## config.mk

```make
export PLATFORM = sky130hd
export DESIGN_NAME = rpn_key_conditioner
export DESIGN_NICKNAME = d
export VERILOG_FILES = /design/src/rtl/rpn_key_pkg.sv /design/src/rtl/key_debounce.sv /design/src/rtl/rpn_key_conditioner.sv
export SDC_FILE = /design/constraint.sdc
export NUM_CORES = 1
export LEC_CHECK = 0
export BUFFER_PORTS_ARGS = -buffer_cell sky130_fd_sc_hd__clkbuf_2
export CORE_MARGIN = 1
export CORE_UTILIZATION = 57
export DETAILED_ROUTE_END_ITERATION = 6
export PLACE_DENSITY = 0.88
export SYNTH_ARGS = -nofsm -noshare
export SYNTH_HDL_FRONTEND = slang
export SYNTH_HIERARCHICAL = 1
export SYNTH_SLANG_ARGS = --single-unit
```

## constraint.sdc

```tcl
create_clock -name clk -period 2.7 [get_ports clk]
set_input_delay 0.135 -clock clk [delete_from_list [all_inputs] [get_ports clk]]
set_output_delay 0.135 -clock clk [all_outputs]
set_load 0.01 [all_outputs]
```

## src/rtl/rpn_key_pkg.sv

```systemverilog
// Shared types and helpers for the rpncalc key front-end.
//   NUM_KEYS     : number of pushbuttons handled
//   CMD_VAL_W    : default operand width of a command
//   CMD_MODE_W   : default mode width of a command
//   key_state_t  : per-key debounce FSM states
//   cmd_t        : one queued command {one-hot key, operand, mode} at the default widths
//   lowest_set() : isolates the lowest set bit of a key vector (priority select)
package rpn_key_pkg;

  localparam int NUM_KEYS   = 4;
  localparam int CMD_VAL_W  = 16;
  localparam int CMD_MODE_W = 2;

  typedef enum logic [1:0] {
    RELEASED,
    PRESS_WAIT,
    PRESSED,
    RELEASE_WAIT
  } key_state_t;

  typedef struct packed {
    logic [NUM_KEYS-1:0]   key;
    logic [CMD_VAL_W-1:0]  val;
    logic [CMD_MODE_W-1:0] mode;
  } cmd_t;

  // Two's-complement trick: v & -v keeps only the lowest set bit.
  function automatic logic [NUM_KEYS-1:0] lowest_set(input logic [NUM_KEYS-1:0] v);
    return v & (~v + NUM_KEYS'(1));
  endfunction

endpackage

```

## src/rtl/key_debounce.sv

```systemverilog
// Synchroniser + debounce FSM for one active-low pushbutton.
//   clk       : system clock
//   rst_n     : asynchronous active-low reset
//   key_raw   : raw pushbutton, active-low, asynchronous to clk
//   level     : debounced key state, active-high (1 = held)
//   press_evt : single-cycle pulse on the cycle the press is accepted
module key_debounce
  import rpn_key_pkg::*;
#(
  parameter int DEBOUNCE_CYCLES = 4
) (
  input  logic clk,
  input  logic rst_n,
  input  logic key_raw,
  output logic level,
  output logic press_evt
);

  localparam int CNT_W = $clog2(DEBOUNCE_CYCLES);
  localparam logic [CNT_W-1:0] CNT_ONE  = CNT_W'(1);
  localparam logic [CNT_W-1:0] CNT_LAST = CNT_W'(DEBOUNCE_CYCLES - 1);

  logic [1:0]       sync_reg;
  logic             s;
  key_state_t       state_reg, state_next;
  logic [CNT_W-1:0] cnt_reg, cnt_next;

  // Synchroniser resets to "released" so a key held through reset still
  // needs a full debounce before it counts.
  always_ff @(posedge clk or negedge rst_n) begin
    if (!rst_n) begin
      sync_reg  <= 2'b11;
      state_reg <= RELEASED;
      cnt_reg   <= '0;
    end else begin
      sync_reg  <= {sync_reg[0], key_raw};
      state_reg <= state_next;
      cnt_reg   <= cnt_next;
    end
  end

  assign s = ~sync_reg[1];

  // The press event is taken from the PRESS_WAIT -> PRESSED transition, so the
  // top level can record it on the same edge the FSM enters PRESSED.
  always_comb begin
    state_next = state_reg;
    cnt_next   = cnt_reg;
    press_evt  = 1'b0;
    unique case (state_reg)
      RELEASED: begin
        if (s) begin
          state_next = PRESS_WAIT;
          cnt_next   = CNT_ONE;
        end
      end
      PRESS_WAIT: begin
        if (!s) begin
          state_next = RELEASED;
        end else if (cnt_reg == CNT_LAST) begin
          state_next = PRESSED;
          press_evt  = 1'b1;
        end else begin
          cnt_next = cnt_reg + CNT_ONE;
        end
      end
      PRESSED: begin
        if (!s) begin
          state_next = RELEASE_WAIT;
          cnt_next   = CNT_ONE;
        end
      end
      RELEASE_WAIT: begin
        if (s) begin
          state_next = PRESSED;
        end else if (cnt_reg == CNT_LAST) begin
          state_next = RELEASED;
        end else begin
          cnt_next = cnt_reg + CNT_ONE;
        end
      end
      default: state_next = RELEASED;
    endcase
  end

  assign level = (state_reg == PRESSED) || (state_reg == RELEASE_WAIT);

endmodule

```

## src/rtl/rpn_key_conditioner.sv

```systemverilog
// Turns four raw pushbuttons into queued rpncalc commands.
//   clk       : system clock
//   rst       : asynchronous active-low reset
//   KEY       : raw pushbuttons, active-low, asynchronous
//   sw_val    : switch operand, captured at each accepted press
//   sw_mode   : switch mode, captured at each accepted press
//   cmd_valid : command available; cmd_ready : consumer accepts this cycle
//   cmd_key   : one-hot key of the command; cmd_val / cmd_mode : captured switches
//   overrun   : one-cycle pulse when a press is dropped (key already pending)
//   key_level : debounced key state, active-high
module rpn_key_conditioner
  import rpn_key_pkg::*;
#(
  parameter int DEBOUNCE_CYCLES = 4,
  parameter int VAL_W           = CMD_VAL_W,
  parameter int MODE_W          = CMD_MODE_W
) (
  input  logic                clk,
  input  logic                rst,
  input  logic [NUM_KEYS-1:0] KEY,
  input  logic [VAL_W-1:0]    sw_val,
  input  logic [MODE_W-1:0]   sw_mode,
  output logic                cmd_valid,
  input  logic                cmd_ready,
  output logic [NUM_KEYS-1:0] cmd_key,
  output logic [VAL_W-1:0]    cmd_val,
  output logic [MODE_W-1:0]   cmd_mode,
  output logic                overrun,
  output logic [NUM_KEYS-1:0] key_level
);

  logic [NUM_KEYS-1:0] press_evt;
  logic [NUM_KEYS-1:0] pending_reg, pending_next;
  logic [NUM_KEYS-1:0] sel, clear, drop, capture;
  logic                load;
  logic [VAL_W-1:0]    snap_val_reg  [NUM_KEYS];
  logic [MODE_W-1:0]   snap_mode_reg [NUM_KEYS];
  logic [VAL_W-1:0]    sel_val;
  logic [MODE_W-1:0]   sel_mode;
  logic                cmd_valid_reg;
  logic [NUM_KEYS-1:0] cmd_key_reg;
  logic [VAL_W-1:0]    cmd_val_reg;
  logic [MODE_W-1:0]   cmd_mode_reg;
  logic                overrun_reg;

  genvar gi;
  generate
    for (gi = 0; gi < NUM_KEYS; gi++) begin : g_key
      key_debounce #(
        .DEBOUNCE_CYCLES(DEBOUNCE_CYCLES)
      ) u_key_debounce (
        .clk      (clk),
        .rst_n    (rst),
        .key_raw  (KEY[gi]),
        .level    (key_level[gi]),
        .press_evt(press_evt[gi])
      );
    end
  endgenerate

  // A key being issued this cycle is free to take a new press (set wins over
  // clear); only a press on a key that stays pending is dropped.
  always_comb begin
    load         = (!cmd_valid_reg || cmd_ready) && (|pending_reg);
    sel          = lowest_set(pending_reg);
    clear        = load ? sel : '0;
    drop         = press_evt & pending_reg & ~clear;
    capture      = press_evt & ~drop;
    pending_next = (pending_reg & ~clear) | press_evt;
  end

  // sel is one-hot (or zero), so an AND-OR mux is sufficient.
  always_comb begin
    sel_val  = '0;
    sel_mode = '0;
    for (int i = 0; i < NUM_KEYS; i++) begin
      if (sel[i]) begin
        sel_val  = sel_val | snap_val_reg[i];
        sel_mode = sel_mode | snap_mode_reg[i];
      end
    end
  end

  always_ff @(posedge clk or negedge rst) begin
    if (!rst) begin
      pending_reg <= '0;
      overrun_reg <= 1'b0;
      for (int i = 0; i < NUM_KEYS; i++) begin
        snap_val_reg[i]  <= '0;
        snap_mode_reg[i] <= '0;
      end
    end else begin
      pending_reg <= pending_next;
      overrun_reg <= |drop;
      for (int i = 0; i < NUM_KEYS; i++) begin
        if (capture[i]) begin
          snap_val_reg[i]  <= sw_val;
          snap_mode_reg[i] <= sw_mode;
        end
      end
    end
  end

  // Output register: reloads only when empty or being consumed, so the
  // payload stays stable under backpressure.
  always_ff @(posedge clk or negedge rst) begin
    if (!rst) begin
      cmd_valid_reg <= 1'b0;
      cmd_key_reg   <= '0;
      cmd_val_reg   <= '0;
      cmd_mode_reg  <= '0;
    end else if (load) begin
      cmd_valid_reg <= 1'b1;
      cmd_key_reg   <= sel;
      cmd_val_reg   <= sel_val;
      cmd_mode_reg  <= sel_mode;
    end else if (cmd_ready) begin
      cmd_valid_reg <= 1'b0;
    end
  end

  assign cmd_valid = cmd_valid_reg;
  assign cmd_key   = cmd_key_reg;
  assign cmd_val   = cmd_val_reg;
  assign cmd_mode  = cmd_mode_reg;
  assign overrun   = overrun_reg;

endmodule
```

### Word level (Yosys, flattened, before mapping)

Index checks and enable logic that the tools add are counted.

* register bits: 124
* input port bits: 25
* logic and storage cells: 179

* $add $sub $neg: 5
* equal/unequal tests: 40
* mux-type cells: 71
* bitwise gates (word level): 15
* reduce and logical (&&, ||, !) cells: 22

Operator list (count)
* $mux 2: 44
* $mux 16: 4
* $pmux 2 s4: 8
* $or 16x16->16: 3
* $reduce_and 4->1: 8
* $eq 2x2->1 const B: 12
* $and 4x4->4: 5
* $ne 2x1->1 const B: 8
* $ne 2x2->1 const B: 8
* $mux 1: 14
* $ne 3x1->1 const B: 4
* $ne 3x3->1 const B: 4
* $not 4->4: 3
* $add 2x1->2 const B: 4
* $eq 2x1->1 const B: 4
* $logic_not 2->1: 4
* $reduce_or 4->1: 2
* $or 2x2->2: 3
* $logic_or 1x1->1: 5
* $add 4x1->4 const B: 1
* $mux 4: 1
* $or 4x4->4: 1
* $reduce_bool 2->1: 1
* $logic_and 1x1->1: 1
* $logic_not 1->1: 1

### Longest topological paths before layout

Gate-level depths: netlist of the first run.

* depth after elaboration: 10
* gate-level depth with buffers: 7
* mapped depth without buffers: 6

### Cells and area by module

The synthesis of the first run kept the hierarchy.

By module, submodules not included
* rpn_key_conditioner: instances 1, cells each 300, area each 4197.8 sq um, sequential area each 2502.4 sq um
* key_debounce at g_key[1].u_key_debounce ...: instances 3, cells each 25, area each 275.3 sq um, sequential area each 152.6 sq um
* key_debounce at g_key[0].u_key_debounce: instances 1, cells each 22, area each 246.5 sq um, sequential area each 152.6 sq um

### Least setup slack after synthesis of the first run

No wires, ideal clock.

* kind: register -> register
* start point: register g_key[1].u_key_debounce.cnt_reg[0]
* end point: register snap_mode_reg[4] (netlist bit)
* setup time: 0.125 ns
* data arrival time: 1.642 ns
* required time: 2.575 ns
* path slack: 0.934 ns
* stages on the path, launching flop included: 6
* path buffers: 1
* clock period less this slack: 1.766 ns
* cells stage by stage: dfrtp_1 > ha_1 > and4bb_2 > nand2_1 > buf_4 > mux2_2

* longest elaborated chain between the ends: 8

RTL lines
* start, declared: line key_debounce.sv:26 `logic [CNT_W-1:0] cnt_reg, cnt_next;`
* start signal, assigned: line key_debounce.sv:38 `cnt_reg <= cnt_next;`
* $eq 2x2->1 *: line key_debounce.sv:60 `end else if (cnt_reg == CNT_LAST) begin`
* $mux 1 *: line key_debounce.sv:60
* $mux 1 *: line key_debounce.sv:58 `if (!s) begin`
* $mux 1 *: line key_debounce.sv:50 `unique case (state_reg)`
* named net press_evt[1]: line rpn_key_conditioner.sv:32 `logic [NUM_KEYS-1:0] press_evt;`
* $and 4x4->4 (2 in series): line rpn_key_conditioner.sv:67 `drop = press_evt & pending_reg & ~clear;`
* $not 4->4: line rpn_key_conditioner.sv:68 `capture = press_evt & ~drop;`
* $and 4x4->4 *: line rpn_key_conditioner.sv:68
* end signal, assigned by index: line rpn_key_conditioner.sv:98 `snap_mode_reg[i] <= sw_mode;`
* end, declared: line rpn_key_conditioner.sv:37 `logic [MODE_W-1:0] snap_mode_reg [NUM_KEYS];`

Mark *: on every way through the listed nets, which the timed path passes. The rest lies on a longest branch.
A chain may end at the register's enable or synchronous reset.

### Worst setup path after layout of the first run

* start point: register cmd_valid_reg (netlist: cmd_valid)
* end point: register snap_val_reg[28] (netlist bit)

* longest elaborated chain between the ends: 8

RTL lines
* start, declared: line rpn_key_conditioner.sv:40 `logic cmd_valid_reg;`
* start signal, assigned: line rpn_key_conditioner.sv:108 `cmd_valid_reg <= 1'b0;`
* start signal, assigned: line rpn_key_conditioner.sv:113 `cmd_valid_reg <= 1'b1;`
* start signal, assigned: line rpn_key_conditioner.sv:118 `cmd_valid_reg <= 1'b0;`
* $logic_not 1->1: line rpn_key_conditioner.sv:64 `load = (!cmd_valid_reg || cmd_ready) && (|pending_reg);`
* $logic_or 1x1->1: line rpn_key_conditioner.sv:64
* $logic_and 1x1->1: line rpn_key_conditioner.sv:64
* $mux 4: line rpn_key_conditioner.sv:66 `clear = load ? sel : '0;`
* $not 4->4: line rpn_key_conditioner.sv:67
* $and 4x4->4: line rpn_key_conditioner.sv:67
* $not 4->4: line rpn_key_conditioner.sv:68
* $and 4x4->4: line rpn_key_conditioner.sv:68
* end signal, assigned by index: line rpn_key_conditioner.sv:97 `snap_val_reg[i] <= sw_val;`
* end, declared: line rpn_key_conditioner.sv:36 `logic [VAL_W-1:0] snap_val_reg [NUM_KEYS];`

No other way between the ends.

==> impl_metrics.csv, run 1 <==
group,metric,value,unit
yosys,post-synth-top-count-cell,"dfrtp_1",
critical_path,crit_slowest_cell,"nor2b_1",
pwr,pwr-share-comb,25.8,%
clock_tree,clkTransAtPathRegs,0.06,ns
worst_hold_path,hp-class,"in -> reg",
pwr,vdd_drop_max,607,uV
pwr,p_sw,2.32,mW
floorplanning,dieHeight,98.2,um
yosys,synth.top_cell.area_share,55.1,%
floorplanning,die-area,9630,sq um
critical_path,r2r_setup_slack,0.63,ns
layout,nets,508,
layout,area_growth,23.6,%
route,routed_wl,11900,um
critical_path,max_stage_delay,0.57,ns
route,drc_errors,0,
sta,max_freq,482,MHz
yosys,synthTopCellsByArea,"dfrtp_1 (55%), mux2_2 (13%), dfstp_2 (4.0%)",
grt,grt_pass1_wl,19400,um
job,max_cap_violations,0,
outcome,outcome,"finished clean",
grt,grt_pass1_vias,3884,
pwr,p_leak,3.05,nW
grt,grt_max_degree,67,
yosys,synth_area_leader_cell,"dfrtp_1",
layout,diodes,0,
sta,slew_violations,0,
clock_tree,clock_path_buffers,2,
pwr,swShare,29.9,%
critical_path,r2r-start,"cmd_valid",
clock_tree,ctsResizeCount,0,
sta,period_share,76.8,%
yosys,synth_cells,397,
pwr,internal_power,5.42,mW
route,first_iter_violations,201,
grt,antenna_found_initial,0,
critical_path,worstPathCellList,"nor2b_1, o31ai_2, nand2_2, mux2_2",
critical_path,cp_top_family,"simple AND/OR/NAND/NOR gates",
pwr,p_seq_share,42.1,%
critical_path,start_kind,"flip-flop",
grt,grt_usage,27.3,%
clock_tree,root_buffer,"clkbuf_8",
grt,grt_remaining_overflow,0,
route,vias,3655,
layout,fin_util,73.6,%
layout,largest_reg_flops,64,
layout,final_area,6510,sq um
clock_tree,cts.htree.levels,4,
yosys,synth_top_flop_cell,"dfrtp_1",
yosys,netlist_top_cells_count,"dfrtp_1 (116), mux2_2 (62), a21oi_1 (29)",
pwr,clkPwrFrac,32.1,%
sta,slew_headroom,49.7,%
yosys,yosysSeqAreaShare,59.1,%
sta,max_slew.worst_pin.slew,0.754,ns
yosys,yosys_warnings,6,
route,drtAntennaViolNets,0,
sta,grt_setup_unrepaired,"false",
clock_tree,cts_setup_buffers,0,
critical_path,path_class,"reg -> reg",
critical_path,path_buf_inv,0,
yosys,syn_nets,429,
yosys,ys_types,39,
critical_path,arrival,2.47,ns
yosys,ys_seq_elements,124,
sta,fin_skew,0.00678,ns
placed_design,dp_cells,542,
floorplanning,rows,34,
floorplanning,start_util,59.6,%
sta,min_period,2.07,ns
critical_path,crit_fanout,18,
critical_path,startpoint,"cmd_valid",
clock_tree,clkLatencyLatePin,0.52,ns
clock_tree,hold_buffers,23,
yosys,ys_async_sr_fraction,100,%
worst_hold_path,min_from,"cmd_ready",
sta,final.setup.tns,0,ns
clock_tree,cts_tree,"done",
route,drtPass1Iterations,7,
placed_design,place_area,5630,sq um
layout,fin_cells,597,
yosys,syn_area,5270,sq um
yosys,synth_edf_count,0,
route,post_drt_via_cell_ratio,6.12,
floorplanning,die_x,98.2,um
layout,drive_gt1_share,37.4,%
critical_path,worstPathRequired,3.10,ns
route,wl_per_cell,19.9,um
clock_tree,cts_num_sinks,124,
sta,finalSetupViolations,0,
placed_design,io_buffers,52,
floorplanning,io_pins,53,
floorplanning,core_area,8850,sq um
pwr,powerDensity,1190,nW/um^2
placed_design,dpl.hpwl,7090,um
sta,hold_viol_final,0,
yosys,syn_area_per_cell,13.3,sq um
critical_path,crit_path_end_kind,"flip-flop",
placed_design,gp_congestion,0.769,
clock_tree,cts_inserted_buffers,17,
area by class of cell:
type,instances,area [sq um]
clock buffer,21,459
multi-input combinational,243,2010
tap,108,135
timing repair buffer,86,588
clock inverter,11,189
fill,542,2340
sequential,124,3110
inverter,4,15.0
metal layers:
layer,part of all wire [%],track usage [%]
met1,40,32.2
met2,52,45.2
met3,5.3,9.09
met4,2.0,13.5
met5,0,0
power groups by stage:
stage / Clock [mW] / Sequential (mW) / Combinational, mW
after floorplan: 0 / 3.13 / 1.39
after global placement: 0 / 3.16 / 1.83
final: 2.49 / 3.26 / 2.00
after CTS: 2.52 / 3.24 / 2.01
after detailed placement: 0 / 3.24 / 1.95
after global routing: 2.59 / 3.35 / 2.19
worst register-to-register path: stages, from the launching register on:
cell and delay, ns:
dfrtp_1 0.37, nor2b_1 0.57, o31ai_2 0.16, nand2_2 0.44
mux2_2 0.42
per-stage QoR:
stage	worst slack, ns	hold WS (ns)	power [mW]
3_3_place_gp	0.773	0.222	4.99
5_1_grt	0.499	0.0592	8.12
4_1_cts	0.654	0.0151	7.77
2_1_floorplan	0.934	-0.161	4.52
6_report	0.626	0.0570	7.74
3_5_place_dp	0.734	0.224	5.18
kinds of logic (layout without fill, tap and decap cells):
group / count (synthesis) / after routing / synth area share (%)
flip-flops: 124 / 124 / 59.1
AO/OA/AOI/OAI: 100 / 100 / 13.4
multiplexers: 72 / 72 / 16.1
AND/OR/NAND/NOR: 56 / 56 / 5.67
buffers and inverters: 30 / 122 / 2.75
XOR/XNOR: 8 / 8 / 1.33
adder cells (fa/ha/maj): 7 / 7 / 1.66
final timing paths:
path	endpoint	cells past startpoint
setup / recovery	snap_val_reg[28]	4
hold / removal	cmd_valid	3
setup reg to reg	snap_val_reg[28]	4
hold reg to reg	g_key[3].u_key_debounce/sync_reg[1]	0
max in group asynchronous	g_key[0].u_key_debounce/sync_reg[0]	3
min in group asynchronous	async pin	2
placed cells by master (no fill, tap or decap), types with 2 or more instances in the layout:
cell,synthesis,layout
clkbuf_16,0,16
xnor2_1,4,4
dfrtp_1,116,116
mux2_2,62,62
bufinv_16,0,5
nor2_1,7,7
clkbuf_2,0,51
a2bb2oi_1,18,18
a221o_1,18,18
a31oi_1,3,3
xor2_1,4,4
inv_1,4,4
o21ai_0,21,21
ha_1,7,7
mux2_4,10,10
a21oi_1,29,29
buf_4,2,11
nand3_1,7,7
clkinvlp_4,0,2
nand2b_1,3,3
nand4b_1,3,3
nand2_1,22,22
clkbuf_8,0,4
nor2b_1,2,2
dlygate4sd3_1,0,23
a22o_1,2,2
clkinv_2,0,3
dfstp_2,8,8
and4bb_2,3,3
nor3_1,5,5
No activity file was read; power rests on OpenSTA's default activity.
==> inputs of run 2 (changes only) <==
--- a/config.mk
+++ b/config.mk
@@ -7,9 +7,9 @@
 export LEC_CHECK = 0
 export BUFFER_PORTS_ARGS = -buffer_cell sky130_fd_sc_hd__clkbuf_2
 export CORE_MARGIN = 1
-export CORE_UTILIZATION = 57
+export CORE_UTILIZATION = 53
 export DETAILED_ROUTE_END_ITERATION = 6
-export PLACE_DENSITY = 0.88
+export PLACE_DENSITY = 0.87
 export SYNTH_ARGS = -nofsm -noshare
 export SYNTH_HDL_FRONTEND = slang
 export SYNTH_HIERARCHICAL = 1
==> constraint.sdc (replaced) <==
create_clock -name clk -period 1.7 [get_ports clk]
set_input_delay 0.085 -clock clk [delete_from_list [all_inputs] [get_ports clk]]
set_output_delay 0.085 -clock clk [all_outputs]
set_load 0.01 [all_outputs]
==> impl_metrics.csv, run 2 (synthesized netlist as in run 1, its figures left out) <==
group,metric,value,unit
sta,finalSetupViolations,26,
clock_tree,root_buffer,"clkbuf_8",
clock_tree,cts_num_sinks,124,
sta,layout_setup_ws,-0.0668,ns
critical_path,r2r_setup_slack,-0.07,ns
clock_tree,cts.htree.levels,4,
sta,min_period,1.77,ns
floorplanning,core_area,9680,sq um
grt,grt_pass1_wl,21200,um
grt,grt_pass1_vias,4102,
clock_tree,cts_tree,"done",
floorplanning,io_pins,53,
sta,hold_viol_final,0,
critical_path,crit_slowest_cell,"or3_4",
critical_path,start_kind,"flip-flop",
outcome,outcome,"finished with violations",
sta,slew_violations,0,
grt,antenna_found_initial,0,
sta,fin_skew,0.0117,ns
sta,grt_setup_unrepaired,"true",
floorplanning,die_x,102,um
grt,grt_max_degree,54,
route,vias,4029,
floorplanning,rows,36,
clock_tree,cts_inserted_buffers,17,
critical_path,max_stage_delay,0.45,ns
placed_design,place_area,5890,sq um
layout,largest_reg_flops,64,
route,wl_per_cell,22.8,um
outcome,violations,"DRC, setup timing",
sta,max_slew.worst_pin.slew,0.468,ns
critical_path,crit_fanout,5,
grt,grt_remaining_overflow,0,
grt,grt_usage,28.3,%
sta,period_share,104,%
pwr,vdd_drop_max,925,uV
floorplanning,dieHeight,102,um
clock_tree,clkTransAtPathRegs,0.06,ns
pwr,total_power,12.4,mW
route,drtPass1Iterations,7,
critical_path,worstPathRequired,2.12,ns
pwr,p_leak,3.19,nW
critical_path,worstPathCellList,"or3_4, o21ai_4, buf_4, nand2_8, mux2_4",
sta,hold_slack,0.0319,ns
floorplanning,start_util,54.4,%
layout,drive_gt1_share,42.1,%
layout,layout_common_cells,"dfrtp_1 (116), mux2_2 (62), clkbuf_2 (51), a21oi_1 (29), dlygate4sd3_1 (24)",
layout,diodes,0,
clock_tree,clkLatencyLatePin,0.54,ns
placed_design,gp_congestion,0.724,
job,max_cap_violations,0,
worst_hold_path,hp-class,"in -> reg",
layout,nets,534,
layout,final_area,6890,sq um
sta,max_freq,566,MHz
critical_path,crit_path_end_kind,"flip-flop",
route,routed_wl,14800,um
sta,slew_headroom,68.8,%
placed_design,dpl.hpwl,7540,um
pwr,powerDensity,1800,nW/um^2
route,drtAntennaViolNets,0,
critical_path,path_class,"reg -> reg",
critical_path,arrival,2.18,ns
layout,mostFrequentLayoutCell,"dfrtp_1",
placed_design,io_buffers,52,
clock_tree,clock_path_buffers,2,
floorplanning,die-area,10300,sq um
route,post_drt_via_cell_ratio,6.22,
layout,area_growth,30.7,%
route,drc_errors,1,
route,first_iter_violations,273,
## run 2: per-stage QoR
stage               setup slack [ns]  TNS (ns)  cells  util [%]
floorplan                    -0.0359    -0.620    397         -
global placement              0.0547         0    582      60.9
detailed placement           -0.0580    -0.962    582      60.9
CTS                          -0.0385    -0.737    642      69.9
global route                  -0.106     -1.45    648      71.1
finish                       -0.0668    -0.679    648      71.1
## run 2: power breakdown
part	internal, mW	total, mW	leakage [nW]	switching, mW
Sequential	4.25	5.25	1.52	1.00
Clock	2.05	3.52	0.270	1.47
Combinational	1.92	3.62	1.39	1.69
## run 2: final timing paths
check,startpoint,end,cells after the start
max in group asynchronous,rst,snap_val_reg[57],3
min,cmd_ready,cmd_key[2],5
min reg2reg,g_key[3].u_key_debounce/sync_reg[0],g_key[3].u_key_debounce/sync_reg[1],0
max,pending_reg[0],snap_val_reg[14],5
max reg2reg,pending_reg[0],snap_val_reg[14],5
min in group asynchronous,rst,cmd_val[10],3
## run 2: worst max-delay path, delay by kind of cell, from the launching register on
family | cells | cell delay (ns)
buffers and inverters | 1 | 0.18
AOI/OAI and AO/OA | 1 | 0.22
muxes | 1 | 0.31
and+or+nand+nor | 2 | 0.54
DFF | 1 | 0.40
## run 2: per-layer routing
| layer | vias to the layer above | routed length (um) | part of all wire (%) | global-route usage (%) |
|---|---|---|---|---|
| met5 | - | 0 | 0 | 0 |
| met4 | 0 | 790 | 5.3 | 18.3 |
| met3 | 78 | 1090 | 7.4 | 7.18 |
| met2 | 254 | 7200 | 49 | 45.4 |
| met1 | 2018 | 5690 | 39 | 34.2 |
| li1 | 1679 | - | - | - |
## run 2: repair_timing
item	in CTS	in global routing
gates cloned	1	3
hold buffers	24	0
gates resized for setup	6	16
endpoints found under the setup margin	75	65
hold endpoints to repair	196	0
pin swaps	0	3
setup buffers	3	3
## run 2: final cells by class
class	instances	area, sq um
clock buffers	19	442
clock inverters	13	133
fillers	600	2800
inverters	4	15.0
multi-input cells	246	2110
flip-flops and latches	124	3110
well taps	133	166
repair buffers	109	911
